$ cat src/rtl/color_pkg.sv
// rtl/color_pkg.sv - colour codes, sensor filter selects and sweep state encoding
package color_pkg;

    localparam logic [1:0] COL_NONE  = 2'd0;
    localparam logic [1:0] COL_RED   = 2'd1;
    localparam logic [1:0] COL_GREEN = 2'd2;
    localparam logic [1:0] COL_BLUE  = 2'd3;

    localparam logic [1:0] SEL_RED   = 2'b00;
    localparam logic [1:0] SEL_GREEN = 2'b11;
    localparam logic [1:0] SEL_BLUE  = 2'b01;

    typedef enum logic [2:0] {
        ST_SET_R  = 3'd0,
        ST_GATE_R = 3'd1,
        ST_SET_G  = 3'd2,
        ST_GATE_G = 3'd3,
        ST_SET_B  = 3'd4,
        ST_GATE_B = 3'd5,
        ST_DECIDE = 3'd6
    } state_t;

    // Filter select presented to the sensor while the sweep sits in a given state.
    function automatic logic [1:0] sel_for(state_t s);
        case (s)
            ST_SET_G, ST_GATE_G: sel_for = SEL_GREEN;
            ST_SET_B, ST_GATE_B: sel_for = SEL_BLUE;
            default:             sel_for = SEL_RED;
        endcase
    endfunction

endpackage

$ cat src/rtl/edge_counter.sv
// rtl/edge_counter.sv - wave synchroniser, rising-edge detect and saturating edge counter
module edge_counter #(
    parameter int CNT_W = 16
) (
    input  logic             clk,
    input  logic             rst,
    input  logic             wave,
    input  logic             clear,
    input  logic             enable,
    output logic [CNT_W-1:0] count_next
);

    logic             sync1_q, sync1_d;
    logic             sync2_q, sync2_d;
    logic             prev_q, prev_d;
    logic [CNT_W-1:0] cnt_q, cnt_d;
    logic             rise;
    logic             bump;

    // count_next includes an edge seen this cycle, so the owner can latch it on the final gate cycle.
    always_comb begin
        sync1_d    = wave;
        sync2_d    = sync1_q;
        prev_d     = sync2_q;
        rise       = sync2_q & ~prev_q;
        bump       = enable & rise & ~(&cnt_q);
        count_next = cnt_q + CNT_W'(bump);
        cnt_d      = clear ? '0 : count_next;
    end

    always_ff @(posedge clk) begin
        if (rst) begin
            sync1_q <= 1'b0;
            sync2_q <= 1'b0;
            prev_q  <= 1'b0;
            cnt_q   <= '0;
        end else begin
            sync1_q <= sync1_d;
            sync2_q <= sync2_d;
            prev_q  <= prev_d;
            cnt_q   <= cnt_d;
        end
    end

endmodule

$ cat src/rtl/color_classifier.sv
// rtl/color_classifier.sv - RGB filter sweep, per-filter edge gating and dominant colour decision
module color_classifier
    import color_pkg::*;
#(
    parameter int SETTLE_CYCLES = 50_000,
    parameter int GATE_CYCLES   = 500_000,
    parameter int CNT_W         = 16,
    parameter int MIN_CNT       = 20,
    parameter int MARGIN        = 2
) (
    input  logic             clk,
    input  logic             rst,
    input  logic             wave,
    output logic [1:0]       select,
    output logic [1:0]       color,
    output logic             color_valid,
    output logic [CNT_W-1:0] cnt_r,
    output logic [CNT_W-1:0] cnt_g,
    output logic [CNT_W-1:0] cnt_b
);

    localparam int MAX_CYC = (SETTLE_CYCLES > GATE_CYCLES) ? SETTLE_CYCLES : GATE_CYCLES;
    localparam int TMR_W   = $clog2(MAX_CYC + 1);
    localparam int WIDE_W  = CNT_W + 4;

    localparam logic [TMR_W-1:0]  SETTLE_LAST = TMR_W'(SETTLE_CYCLES - 1);
    localparam logic [TMR_W-1:0]  GATE_LAST   = TMR_W'(GATE_CYCLES - 1);
    localparam logic [WIDE_W-1:0] MIN_W       = WIDE_W'(MIN_CNT);
    localparam logic [WIDE_W-1:0] MARGIN_MUL  = WIDE_W'(8 + MARGIN);

    state_t            state_q, state_d;
    logic [TMR_W-1:0]  timer_q, timer_d;
    logic [1:0]        select_q, select_d;
    logic [1:0]        color_q, color_d;
    logic              valid_q, valid_d;
    logic [CNT_W-1:0]  cnt_r_q, cnt_r_d;
    logic [CNT_W-1:0]  cnt_g_q, cnt_g_d;
    logic [CNT_W-1:0]  cnt_b_q, cnt_b_d;

    logic              ec_clear;
    logic              ec_enable;
    logic [CNT_W-1:0]  ec_count_next;

    logic [WIDE_W-1:0] wide_r, wide_g, wide_b;
    logic [WIDE_W-1:0] win, oth_a, oth_b;
    logic [1:0]        winner;
    logic [1:0]        decision;

    edge_counter #(
        .CNT_W (CNT_W)
    ) u_edge_counter (
        .clk        (clk),
        .rst        (rst),
        .wave       (wave),
        .clear      (ec_clear),
        .enable     (ec_enable),
        .count_next (ec_count_next)
    );

    // Widened operands keep win*8 and other*(8+MARGIN) exact even at saturation.
    always_comb begin
        wide_r = WIDE_W'(cnt_r_q);
        wide_g = WIDE_W'(cnt_g_q);
        wide_b = WIDE_W'(cnt_b_q);
        winner = COL_NONE;
        win    = '0;
        oth_a  = '0;
        oth_b  = '0;
        if (wide_r > wide_g && wide_r > wide_b) begin
            winner = COL_RED;
            win    = wide_r;
            oth_a  = wide_g;
            oth_b  = wide_b;
        end else if (wide_g > wide_r && wide_g > wide_b) begin
            winner = COL_GREEN;
            win    = wide_g;
            oth_a  = wide_r;
            oth_b  = wide_b;
        end else if (wide_b > wide_r && wide_b > wide_g) begin
            winner = COL_BLUE;
            win    = wide_b;
            oth_a  = wide_r;
            oth_b  = wide_g;
        end
        decision = winner;
        if (win < MIN_W || (win << 3) < oth_a * MARGIN_MUL || (win << 3) < oth_b * MARGIN_MUL) begin
            decision = COL_NONE;
        end
    end

    always_comb begin
        state_d   = state_q;
        timer_d   = timer_q + TMR_W'(1);
        color_d   = color_q;
        valid_d   = 1'b0;
        cnt_r_d   = cnt_r_q;
        cnt_g_d   = cnt_g_q;
        cnt_b_d   = cnt_b_q;
        ec_clear  = 1'b1;
        ec_enable = 1'b0;
        case (state_q)
            ST_SET_R: begin
                if (timer_q == SETTLE_LAST) begin
                    state_d = ST_GATE_R;
                    timer_d = '0;
                end
            end
            ST_GATE_R: begin
                ec_enable = 1'b1;
                ec_clear  = 1'b0;
                if (timer_q == GATE_LAST) begin
                    cnt_r_d  = ec_count_next;
                    ec_clear = 1'b1;
                    state_d  = ST_SET_G;
                    timer_d  = '0;
                end
            end
            ST_SET_G: begin
                if (timer_q == SETTLE_LAST) begin
                    state_d = ST_GATE_G;
                    timer_d = '0;
                end
            end
            ST_GATE_G: begin
                ec_enable = 1'b1;
                ec_clear  = 1'b0;
                if (timer_q == GATE_LAST) begin
                    cnt_g_d  = ec_count_next;
                    ec_clear = 1'b1;
                    state_d  = ST_SET_B;
                    timer_d  = '0;
                end
            end
            ST_SET_B: begin
                if (timer_q == SETTLE_LAST) begin
                    state_d = ST_GATE_B;
                    timer_d = '0;
                end
            end
            ST_GATE_B: begin
                ec_enable = 1'b1;
                ec_clear  = 1'b0;
                if (timer_q == GATE_LAST) begin
                    cnt_b_d  = ec_count_next;
                    ec_clear = 1'b1;
                    state_d  = ST_DECIDE;
                    timer_d  = '0;
                end
            end
            ST_DECIDE: begin
                color_d = decision;
                valid_d = 1'b1;
                state_d = ST_SET_R;
                timer_d = '0;
            end
            default: begin
                state_d = ST_SET_R;
                timer_d = '0;
            end
        endcase
        select_d = sel_for(state_d);
    end

    always_ff @(posedge clk) begin
        if (rst) begin
            state_q  <= ST_SET_R;
            timer_q  <= '0;
            select_q <= SEL_RED;
            color_q  <= COL_NONE;
            valid_q  <= 1'b0;
            cnt_r_q  <= '0;
            cnt_g_q  <= '0;
            cnt_b_q  <= '0;
        end else begin
            state_q  <= state_d;
            timer_q  <= timer_d;
            select_q <= select_d;
            color_q  <= color_d;
            valid_q  <= valid_d;
            cnt_r_q  <= cnt_r_d;
            cnt_g_q  <= cnt_g_d;
            cnt_b_q  <= cnt_b_d;
        end
    end

    assign select      = select_q;
    assign color       = color_q;
    assign color_valid = valid_q;
    assign cnt_r       = cnt_r_q;
    assign cnt_g       = cnt_g_q;
    assign cnt_b       = cnt_b_q;

endmodule

$ cat config.mk
export PLATFORM = sky130hd
export DESIGN_NAME = color_classifier
export DESIGN_NICKNAME = d
export VERILOG_FILES = /design/src/rtl/color_pkg.sv /design/src/rtl/edge_counter.sv /design/src/rtl/color_classifier.sv
export SDC_FILE = /design/constraint.sdc
export NUM_CORES = 1
export LEC_CHECK = 0
export ABC_AREA = 1
export ABC_CLOCK_PERIOD_IN_PS = 12900
export BUFFER_PORTS_ARGS = -buffer_cell sky130_fd_sc_hd__buf_4
export CAP_MARGIN = 20
export CORE_ASPECT_RATIO = 1.2
export CORE_MARGIN = 5
export CORE_UTILIZATION = 45
export CTS_CLUSTER_DIAMETER = 100
export DETAILED_ROUTE_END_ITERATION = 8
export GPL_TIMING_DRIVEN = 0
export PLACE_DENSITY_LB_ADDON = 0.3
export SLEW_MARGIN = 20
export SYNTH_ARGS = -nofsm -noshare
export SYNTH_HDL_FRONTEND = slang
export SYNTH_SLANG_ARGS = --single-unit
$ cat constraint.sdc
create_clock -name clk -period 12.9 [get_ports clk]
set_clock_uncertainty 0.1 [all_clocks]
set_input_delay 0.645 -clock clk [delete_from_list [all_inputs] [get_ports clk]]
set_output_delay 0.645 -clock clk [all_outputs]
set_load 0.05 [all_outputs]
==> run summary <==
Num Clock Sinks = 94
Fin crit period = 6.52 ns
Pwr Total = 0.571 mW
WL/cell = 15.6 um
End-of-flow core utilization = 51.1%
Initial DRT Pass Iterations = 4
Leakage = 4.23 nW
Min setup slack post-route = 6.38 ns
Grt ovf = 0
I/O pin cnt = 56
DRT met1 WL = 9150 um
Worst Reg-to-Reg Cells = 33
Initial Utilization = 45.3%
CP arrival = 6.63 ns
Ant. Diodes = 0
Fin. Hold Viols = 0
Share of cells above drive strength 1 = 10.1%
Worst-Margin Slew = 0.512 ns
Nature of the critical path endpoint = flop
DRC errors left = 0
Worst IR Drop VDD = 0.0876 mV
Synthesized net count = 1,233
Initial antenna violation count = 0
Critical path class = reg -> reg
Pwr dens = 64.3 nW/um^2
Mapped Cells = 1,089
Detailed-route via count = 7,407
First-pass GRT wire length = 34,600 um
Synth unique cells = 48
Routed WL = 21,500 um
CP Launch Type = flop
Vias in the first global route = 7,265
CP peak stage delay = 0.49 ns
Full die area = 20,300 um^2
GP Congestion = 0.937
Main synth FF type = dfxtp_1
Post-CTS sizing = 0
CTS Buffer Depth = 2
Critical path data required time = 13.01 ns
Worst Hold Class = reg -> reg
Site Rows = 53
Synth warn = 0
Chip width = 131 um
Commonest non-fill, non-tap cell in the layout = nand2_1
Nets = 1,299
WL met3 = 448 um
Die H = 155 um
Final antenna-violating net count = 0
Top layer in use = met4
Post-placement cell count = 1,364
CTS clk-pin slew, worst paths = 0.06 ns
Fin crit share = 50.5%
Final instance area = 8870 um^2
GRT Util Overall = 21.2%
Max-capacitance violation count = 0
Rel. slew slack = 65.6%
DRT iter0 DRCs = 275
Flops & latches, synth = 94
Sequential area share after synthesis = 23.9%
Post-DP HPWL = 18,100 um
Worst-skew pair later-pin latency = 0.34 ns
CTS Buf Count = 9
F_max = 153 MHz
Hold_ws = 0.311 ns
Root Buffer = clkbuf_16
H-Tree Depth = 3
EDFF count, synth = 0
CP max FO = 10
Syn-to-layout area delta = 12.7%
Non-Filler Instances = 1,380
Largest net degree at the start of global routing = 16
Yosys top cell by area = dfxtp_1
PortBufs = 55
Area after DPL = 8560 um^2
Hold Crit Depth = 2
Slowest cell on the critical path = dfxtp_1
Setup TNS = 0 ns
Hold buffer count at cts = 0
Mean post-synth cell area = 7.23 um^2
Ys async rst share = 0%
Post-CTS setup repair buffer count = 0
Most used cell, CP = nand2_1
Synth top area share = 23.9%
Core region area = 17,400 um^2
CTS tree = yes
Status = finished, final reports clean
Most frequent cells in the layout = nand2_1, inv_1, ha_1, a21oi_1, dfxtp_1
Met2 routed WL = 11,300 um
Synthesized cell area = 7880 um^2
Final setup viols = 0
Vias per cell = 5.37
Pre-CTS WS = 6.40 ns
RSZ-0062 raised after global routing = no
Max-slew violations = 0
Area contributors post-synth = dfxtp_1, ha_1, nand2_1, inv_1, a21oi_1
==> synthesized netlist by cell type, types with 14 or more instances <==
| library cell | number |
|---|---|
| nand2_1 | 191 |
| inv_1 | 156 |
| ha_1 | 139 |
| a21oi_1 | 107 |
| dfxtp_1 | 94 |
| nor2_1 | 93 |
| o21ai_0 | 65 |
| xor2_1 | 34 |
| nand3_1 | 29 |
| o22ai_1 | 23 |
| nand4_1 | 22 |
| xnor2_1 | 15 |
| clkbuf_1 | 14 |
| nor3_1 | 14 |
==> per-layer routing <==
layer | global-route usage [%] | vias up
met3 | 1.65 | 40
met4 | 7.94 | 0
met5 | 0 | -
met1 | 24.5 | 3448
met2 | 39.8 | 110
li1 | - | 3809
==> cell type report <==
cell class	count	area (um^2)
buffer	24	121
clock buffer	11	253
clock inverter	5	57.6
fill	1772	8500
inverter	159	597
multi-input combinational	812	5280
sequential	94	1880
tap	220	275
timing repair buffer	55	413
==> critical path: cells and delay by family, from the launching register on <==
| kind | cells | cell delay, ns |
|---|---|---|
| flops | 1 | 0.49 |
| simple gates | 13 | 1.76 |
| fa+ha+maj | 5 | 1.58 |
| compound gates | 10 | 1.43 |
| xor+xnor | 1 | 0.17 |
| buf+inv | 4 | 0.85 |
==> cell families after synthesis <==
kind of cell	count (synthesis)	share of synthesized area (%)
AO/OA/AOI/OAI	237	17.1
buffers and inverters	183	9.12
multiplexers	1	0.143
flip-flops	94	23.9
adder cells (fa/ha/maj)	141	22.6
XOR/XNOR	49	5.45
AND/OR/NAND/NOR	384	21.7
==> sequential cells by signal, summed over array words and instances (netlist names) <==
signal and cells:
timer_q 19, cnt_g 16, state_q 3, u_edge_counter.prev_q 1
u_edge_counter.sync1_q 1, select 2, color_valid 1, u_edge_counter.cnt_q 16
color 2, u_edge_counter.prev_d 1, cnt_r 16, cnt_b 16
==> final timing paths <==
path | start | end | slack, ns
setup reg to reg | cnt_r[15]$_SDFFE_PP0P_ | color[0]$_SDFFE_PP0P_ | 6.38
hold / removal | u_edge_counter.sync1_q$_SDFF_PP0_ | u_edge_counter.prev_d$_SDFF_PP0_ | 0.31
setup / recovery | cnt_r[15]$_SDFFE_PP0P_ | color[0]$_SDFFE_PP0P_ | 6.38
hold reg to reg | u_edge_counter.sync1_q$_SDFF_PP0_ | u_edge_counter.prev_d$_SDFF_PP0_ | 0.31
==> power by group <==
group | internal (mW) | total, mW | switching, mW
logic | 0.00277 | 0.00892 | 0.00615
clock network | 0.161 | 0.270 | 0.109
registers | 0.291 | 0.292 | 0.000634
Note: power is estimated with default switching activity, not from simulation.
